===== config.mk =====
export PLATFORM = sky130hd
export DESIGN_NAME = hdlc_frame_ctrl
export DESIGN_NICKNAME = d
export VERILOG_FILES = /design/src/rtl/hdlc_ctrl_pkg.sv /design/src/rtl/hdlc_frame_ctrl.sv
export SDC_FILE = /design/constraint.sdc
export NUM_CORES = 1
export LEC_CHECK = 0
export CAP_MARGIN = 20
export CORE_MARGIN = 4
export CORE_UTILIZATION = 45
export DETAILED_ROUTE_END_ITERATION = 6
export PLACE_DENSITY = 0.73
export SLEW_MARGIN = 40
export SYNTH_ARGS = -nofsm -noshare
export SYNTH_HDL_FRONTEND = slang
export SYNTH_SLANG_ARGS = --single-unit

===== constraint.sdc =====
create_clock -name Clk -period 3 [get_ports Clk]
set_clock_uncertainty 0.05 [all_clocks]
set_input_delay 0.9 -clock Clk [delete_from_list [all_inputs] [get_ports Clk]]
set_output_delay 0.9 -clock Clk [all_outputs]
set_load 0.1 [all_outputs]

===== src/rtl/hdlc_ctrl_pkg.sv =====
// Shared types and default constants for the HDLC frame sequencer.
// States, register map, control bit positions and frame limits.
package hdlc_ctrl_pkg;

   typedef enum logic [3:0] {
      S_IDLE,
      S_TX_LOAD,
      S_TX_START,
      S_TX_WAIT,
      S_RX_LEN,
      S_RX_LEN_WAIT,
      S_RX_RD,
      S_RX_RD_WAIT,
      S_RX_OUT,
      S_RX_DROP
   } state_t;

   localparam logic [2:0] DEF_ADDR_TX_SC  = 3'd0;
   localparam logic [2:0] DEF_ADDR_TX_BUF = 3'd1;
   localparam logic [2:0] DEF_ADDR_RX_SC  = 3'd2;
   localparam logic [2:0] DEF_ADDR_RX_BUF = 3'd3;
   localparam logic [2:0] DEF_ADDR_RX_LEN = 3'd4;

   localparam int DEF_TX_EN_BIT   = 1;
   localparam int DEF_RX_DROP_BIT = 1;
   localparam int DEF_MAX_FRAME   = 126;
   localparam int DEF_RD_LAT      = 1;

endpackage


===== src/rtl/hdlc_frame_ctrl.sv =====
// Frame sequencer sharing the HDLC core register bus between Tx and Rx.
// Define HDLC_FRAME_CTRL_STATS_EN to add Tx/Rx/drop frame counters.
module hdlc_frame_ctrl
   import hdlc_ctrl_pkg::*;
#(
   parameter logic [2:0] ADDR_TX_SC  = DEF_ADDR_TX_SC,
   parameter logic [2:0] ADDR_TX_BUF = DEF_ADDR_TX_BUF,
   parameter logic [2:0] ADDR_RX_SC  = DEF_ADDR_RX_SC,
   parameter logic [2:0] ADDR_RX_BUF = DEF_ADDR_RX_BUF,
   parameter logic [2:0] ADDR_RX_LEN = DEF_ADDR_RX_LEN,
   parameter int TX_EN_BIT   = DEF_TX_EN_BIT,
   parameter int RX_DROP_BIT = DEF_RX_DROP_BIT,
   parameter int MAX_FRAME   = DEF_MAX_FRAME,
   parameter int RD_LAT      = DEF_RD_LAT
) (
   input  logic       Clk,
   input  logic       Rst,
   input  logic [7:0] s_tx_data,
   input  logic       s_tx_valid,
   input  logic       s_tx_last,
   output logic       s_tx_ready,
   output logic [7:0] m_rx_data,
   output logic       m_rx_valid,
   output logic       m_rx_last,
   input  logic       m_rx_ready,
   output logic [2:0] bus_addr,
   output logic       bus_we,
   output logic       bus_re,
   output logic [7:0] bus_wdata,
   input  logic [7:0] bus_rdata,
   input  logic       Tx_Done,
   input  logic       Rx_Ready,
   output logic       busy,
   output logic       tx_trunc
`ifdef HDLC_FRAME_CTRL_STATS_EN
   ,
   output logic [15:0] tx_frame_cnt,
   output logic [15:0] rx_frame_cnt,
   output logic [15:0] rx_drop_cnt
`endif
);

   state_t r_state, w_state_nxt;

   logic [7:0]        r_cnt, w_cnt_nxt;
   logic [7:0]        r_len, w_len_nxt;
   logic              r_first, w_first_nxt;
   logic [RD_LAT-1:0] r_rd_sr;
   logic              w_rd_valid;
   logic              w_last;

   logic [2:0] r_bus_addr, w_addr;
   logic       r_bus_we, w_we;
   logic       r_bus_re, w_re;
   logic [7:0] r_bus_wdata, w_wdata;
   logic       r_tx_trunc, w_trunc;
   logic [7:0] r_rx_data, w_rx_data;

   // Read data is valid RD_LAT cycles after the strobe leaves the block.
   assign w_rd_valid = r_rd_sr[RD_LAT-1];
   assign w_last     = (r_cnt == r_len);

   always_comb begin
      w_state_nxt = r_state;
      w_cnt_nxt   = r_cnt;
      w_len_nxt   = r_len;
      w_first_nxt = 1'b0;
      w_addr      = r_bus_addr;
      w_we        = 1'b0;
      w_re        = 1'b0;
      w_wdata     = r_bus_wdata;
      w_trunc     = 1'b0;
      w_rx_data   = r_rx_data;
      unique case (r_state)
         S_IDLE: begin
            w_cnt_nxt = 8'd0;
            // Let a pending drop write settle Rx_Ready first.
            if (!r_bus_we && !r_bus_re) begin
               if (Rx_Ready) begin
                  w_state_nxt = S_RX_LEN;
               end else if (s_tx_valid) begin
                  w_state_nxt = S_TX_LOAD;
               end
            end
         end
         S_TX_LOAD: begin
            if (s_tx_valid) begin
               w_we      = 1'b1;
               w_addr    = ADDR_TX_BUF;
               w_wdata   = s_tx_data;
               w_cnt_nxt = r_cnt + 8'd1;
               if (s_tx_last || r_cnt == 8'(MAX_FRAME - 1)) begin
                  w_state_nxt = S_TX_START;
                  w_trunc     = !s_tx_last;
               end
            end
         end
         S_TX_START: begin
            w_we        = 1'b1;
            w_addr      = ADDR_TX_SC;
            w_wdata     = 8'(1 << TX_EN_BIT);
            w_first_nxt = 1'b1;
            w_state_nxt = S_TX_WAIT;
         end
         S_TX_WAIT: begin
            if (!r_first && Tx_Done) begin
               w_state_nxt = S_IDLE;
            end
         end
         S_RX_LEN: begin
            w_re        = 1'b1;
            w_addr      = ADDR_RX_LEN;
            w_cnt_nxt   = 8'd0;
            w_state_nxt = S_RX_LEN_WAIT;
         end
         S_RX_LEN_WAIT: begin
            if (w_rd_valid) begin
               w_len_nxt = bus_rdata;
               if (bus_rdata == 8'd0 || bus_rdata > 8'(MAX_FRAME)) begin
                  w_state_nxt = S_RX_DROP;
               end else begin
                  w_state_nxt = S_RX_RD;
               end
            end
         end
         S_RX_RD: begin
            w_re        = 1'b1;
            w_addr      = ADDR_RX_BUF;
            w_state_nxt = S_RX_RD_WAIT;
         end
         S_RX_RD_WAIT: begin
            if (w_rd_valid) begin
               w_rx_data   = bus_rdata;
               w_cnt_nxt   = r_cnt + 8'd1;
               w_state_nxt = S_RX_OUT;
            end
         end
         S_RX_OUT: begin
            if (m_rx_ready) begin
               w_state_nxt = w_last ? S_IDLE : S_RX_RD;
            end
         end
         S_RX_DROP: begin
            w_we        = 1'b1;
            w_addr      = ADDR_RX_SC;
            w_wdata     = 8'(1 << RX_DROP_BIT);
            w_state_nxt = S_IDLE;
         end
         default: w_state_nxt = S_IDLE;
      endcase
   end

   always_ff @(posedge Clk or negedge Rst) begin
      if (!Rst) begin
         r_state     <= S_IDLE;
         r_cnt       <= 8'd0;
         r_len       <= 8'd0;
         r_first     <= 1'b0;
         r_rd_sr     <= '0;
         r_bus_addr  <= 3'd0;
         r_bus_we    <= 1'b0;
         r_bus_re    <= 1'b0;
         r_bus_wdata <= 8'd0;
         r_tx_trunc  <= 1'b0;
         r_rx_data   <= 8'd0;
      end else begin
         r_state     <= w_state_nxt;
         r_cnt       <= w_cnt_nxt;
         r_len       <= w_len_nxt;
         r_first     <= w_first_nxt;
         r_rd_sr     <= (r_rd_sr << 1) | RD_LAT'(r_bus_re);
         r_bus_addr  <= w_addr;
         r_bus_we    <= w_we;
         r_bus_re    <= w_re;
         r_bus_wdata <= w_wdata;
         r_tx_trunc  <= w_trunc;
         r_rx_data   <= w_rx_data;
      end
   end

   assign s_tx_ready = (r_state == S_TX_LOAD);
   assign m_rx_valid = (r_state == S_RX_OUT);
   assign m_rx_last  = m_rx_valid && w_last;
   assign m_rx_data  = r_rx_data;
   assign bus_addr   = r_bus_addr;
   assign bus_we     = r_bus_we;
   assign bus_re     = r_bus_re;
   assign bus_wdata  = r_bus_wdata;
   assign busy       = (r_state != S_IDLE);
   assign tx_trunc   = r_tx_trunc;

`ifdef HDLC_FRAME_CTRL_STATS_EN
   logic [15:0] r_tx_frm, r_rx_frm, r_rx_drop;

   always_ff @(posedge Clk or negedge Rst) begin
      if (!Rst) begin
         r_tx_frm  <= 16'd0;
         r_rx_frm  <= 16'd0;
         r_rx_drop <= 16'd0;
      end else begin
         if (r_state == S_TX_START) begin
            r_tx_frm <= r_tx_frm + 16'd1;
         end
         if (m_rx_valid && m_rx_ready && w_last) begin
            r_rx_frm <= r_rx_frm + 16'd1;
         end
         if (r_state == S_RX_DROP) begin
            r_rx_drop <= r_rx_drop + 16'd1;
         end
      end
   end

   assign tx_frame_cnt = r_tx_frm;
   assign rx_frame_cnt = r_rx_frm;
   assign rx_drop_cnt  = r_rx_drop;
`endif

endmodule


==> results.cfg <==
[run_status]
status = finished, final reports clean

[final_layout]
final_util = 0.610
layout-drive-gt1-share = 0.264
fillers = 388
nNetsFinal = 285
syn_to_final_growth_pct = 31.9
design_area_sq_um = 2880
antenna_cells = 0

[drt]
num_vias = 1762
ant_nets = 0
drtPass1Iterations = 4
drc = 0
via_per_inst = 5.37
post_drt_wl_per_cell_um = 15.3
wirelength_mm = 5.03
drt_iter0_drc = 136

[grt]
track_usage = 0.174
grt_pass1_wl_mm = 8.34
grt_overflow = 0
antenna_found_initial = 0
grt_max_degree = 45
grt_pass1_vias = 1720

[cts]
cts_setup_buffers = 0
clk_pin_slew_ps = 80
cts_tree = yes
cts.sinks = 44
cts_htree_levels = 2
cts_max_path_buffers = 2
clk_latency_ps = 300
cts_buffers = 5
cts_resized = 0
root_buffer = clkbuf_8
cts_hold_buf = 0

[setup_path]
max_stage_delay_ps = 770
crit_buf_inv = 2
cp-startpoint = r_state[2]
worst-setup-path-type = flip-flop to output port
rrSetupSlack_ps = 730
crit_slowest_cell = or4b_2
crit_family = simple AND/OR/NAND/NOR gates
worst_ep_arrival_time_ps = 1950
cp_max_fo = 4
worst_r2r_path_depth = 6
setup.worst_path.start_class = flip-flop
path_cells = or4b_2 > clkinvlp_4 > and3_4 > buf_12
r2r-end = r_state[0]
worst_setup_path_end_kind = output port
reg2reg_from = r_cnt[0]
critPathRequiredTime_ps = 2050

[synthesis]
ys.flop_type = dfrtp_1
synth_cell_types = 47
synth_common_cells = 44 x dfrtp_1, 16 x mux2_2, 14 x nor2_1, 13 x nand2_1, 11 x a21oi_1
yosysTopAreaCell = dfrtp_1
synth_cells = 206
synth.net_count = 231
synth_warnings = 0
synth_area_per_cell_sq_um = 10.6
yosys-top-cells-area = dfrtp_1 50%, mux2_2 8.3%, xor2_1 3.2%, a22o_1 2.8%, a21oi_1 2.5%
ys_async_sr_fraction = 1.00
ys_seq_area_frac = 0.504
yosysMostFrequentCell = dfrtp_1
synth-seq-cells = 44
synth_edf_count = 0
synth_top_area_frac = 0.504
netlist_area_sq_um = 2180

[job]
max_cap_viol_count = 0

[sta]
period_minus_slack_ps = 2900
maxSlewViolCount = 0
finalHoldViolations = 0
grt_setup_unrepaired = false
tightest_slew_ps = 695
relSlewSlack = 0.535
setup_viol = 0
fmax_mhz = 345
setup_tns_ps = 0
fin_crit_sh = 0.967

[floorplanning]
die_h_um = 77.7
boundaryPins = 49
fp.coreArea_sq_um = 4720
die_w_um = 77.7
start_util = 0.462
row_count = 25
dieArea_sq_um = 6030

[min_path]
hold_class = flip-flop to flip-flop
holdPathEnd = r_rd_sr
whs_path_depth = 0
hold_start = bus_re

[placement]
hpwl_mm = 3.63
dpl_cell_area_sq_um = 2750
io_buffer_count = 48
place_congestion = 0.818
stage by stage:
| stage | setup WS, ps | std cells | hold WS [ps] |
|---|---|---|---|
| final | 97.8 | 328 | 387 |
| after global routing | 44.8 | 328 | 394 |
| after CTS | 78.1 | 328 | 384 |
| after detailed placement | 126 | 320 | 361 |
| after global placement | 182 | 320 | 360 |
| after floorplan | 53.8 | 206 | 451 |
flip-flops by register name, indices dropped and copies added (netlist names):
name       count
m_rx_data      8
bus_re         1
r_len          8
r_first        1
bus_wdata      8
bus_we         1
tx_trunc       1
bus_addr       3
r_cnt          8
r_rd_sr        1
r_state        4
kinds of logic (layout without fill, tap and decap cells):
logic type      Yosys count  in the layout  share of synthesized area
mux                      18             18                     0.0923
simple gates             68             68                      0.167
fa+ha+maj                 2              2                     0.0115
flops                    44             44                      0.504
buf+inv                  17             72                     0.0315
compound gates           46             46                      0.150
xor+xnor                 11             11                     0.0441
metal layers:
metal	vias to the layer above	wire length [um]	global-route usage
met3	4	248	0.0394
li1	859	-	-
met4	0	64	0.0730
met2	54	2310	0.253
met5	-	0	0
met1	845	2410	0.251
cell type report:
| type | count | area (sq um) | share of cell area |
|---|---|---|---|
| clock inverters | 2 | 38.8 | 0.0135 |
| inverters | 8 | 33.8 | 0.0117 |
| clock buffers | 6 | 82.6 | 0.0287 |
| well taps | 67 | 83.8 | 0.0291 |
| flip-flops and latches | 44 | 1100 | 0.382 |
| repair buffers | 56 | 510 | 0.177 |
| multi-input cells | 145 | 1030 | 0.357 |
worst register-to-register path, delay by kind of cell (launching register included):
family                   cells  cell delay [ps]
buffers and inverters        1               40
adder cells (fa/ha/maj)      1              210
AND/OR/NAND/NOR              2              650
AO/OA/AOI/OAI                1              360
multiplexers                 1              330
flip-flops                   1              510
worst max-delay path by stage:
stage,end,slack (ps),depth (start not counted)
after CTS,m_rx_last,80,4
after global placement,r_state[0],180,6
after floorplan,m_rx_last,50,3
after global routing,m_rx_last,40,4
final,m_rx_last,100,4
after detailed placement,r_state[0],130,6
cell usage in the layout (no fill, tap or decap), drive strengths merged, types with 2 or more instances in the layout:
cell,synthesis,final
a211oi,3,3
a21o,3,3
a21oi,11,11
a22o,7,7
and3,2,2
buf,3,35
clkbuf,6,6
clkdlybuf4s50,0,21
dfrtp,44,44
ha,2,2
inv,8,7
mux2,17,17
nand2,14,14
nand2b,3,3
nand3,6,6
nand3b,2,2
nand4,3,3
nor2,14,14
nor2b,3,3
nor3,8,8
nor4,5,5
o21ai,6,6
o21bai,2,2
o31ai,4,4
o32ai,2,2
or4,5,5
xnor2,3,3
xor2,8,8
Power is not shown: default switching activity piles up to over one toggle a cycle in this logic, so the estimate is an artifact.
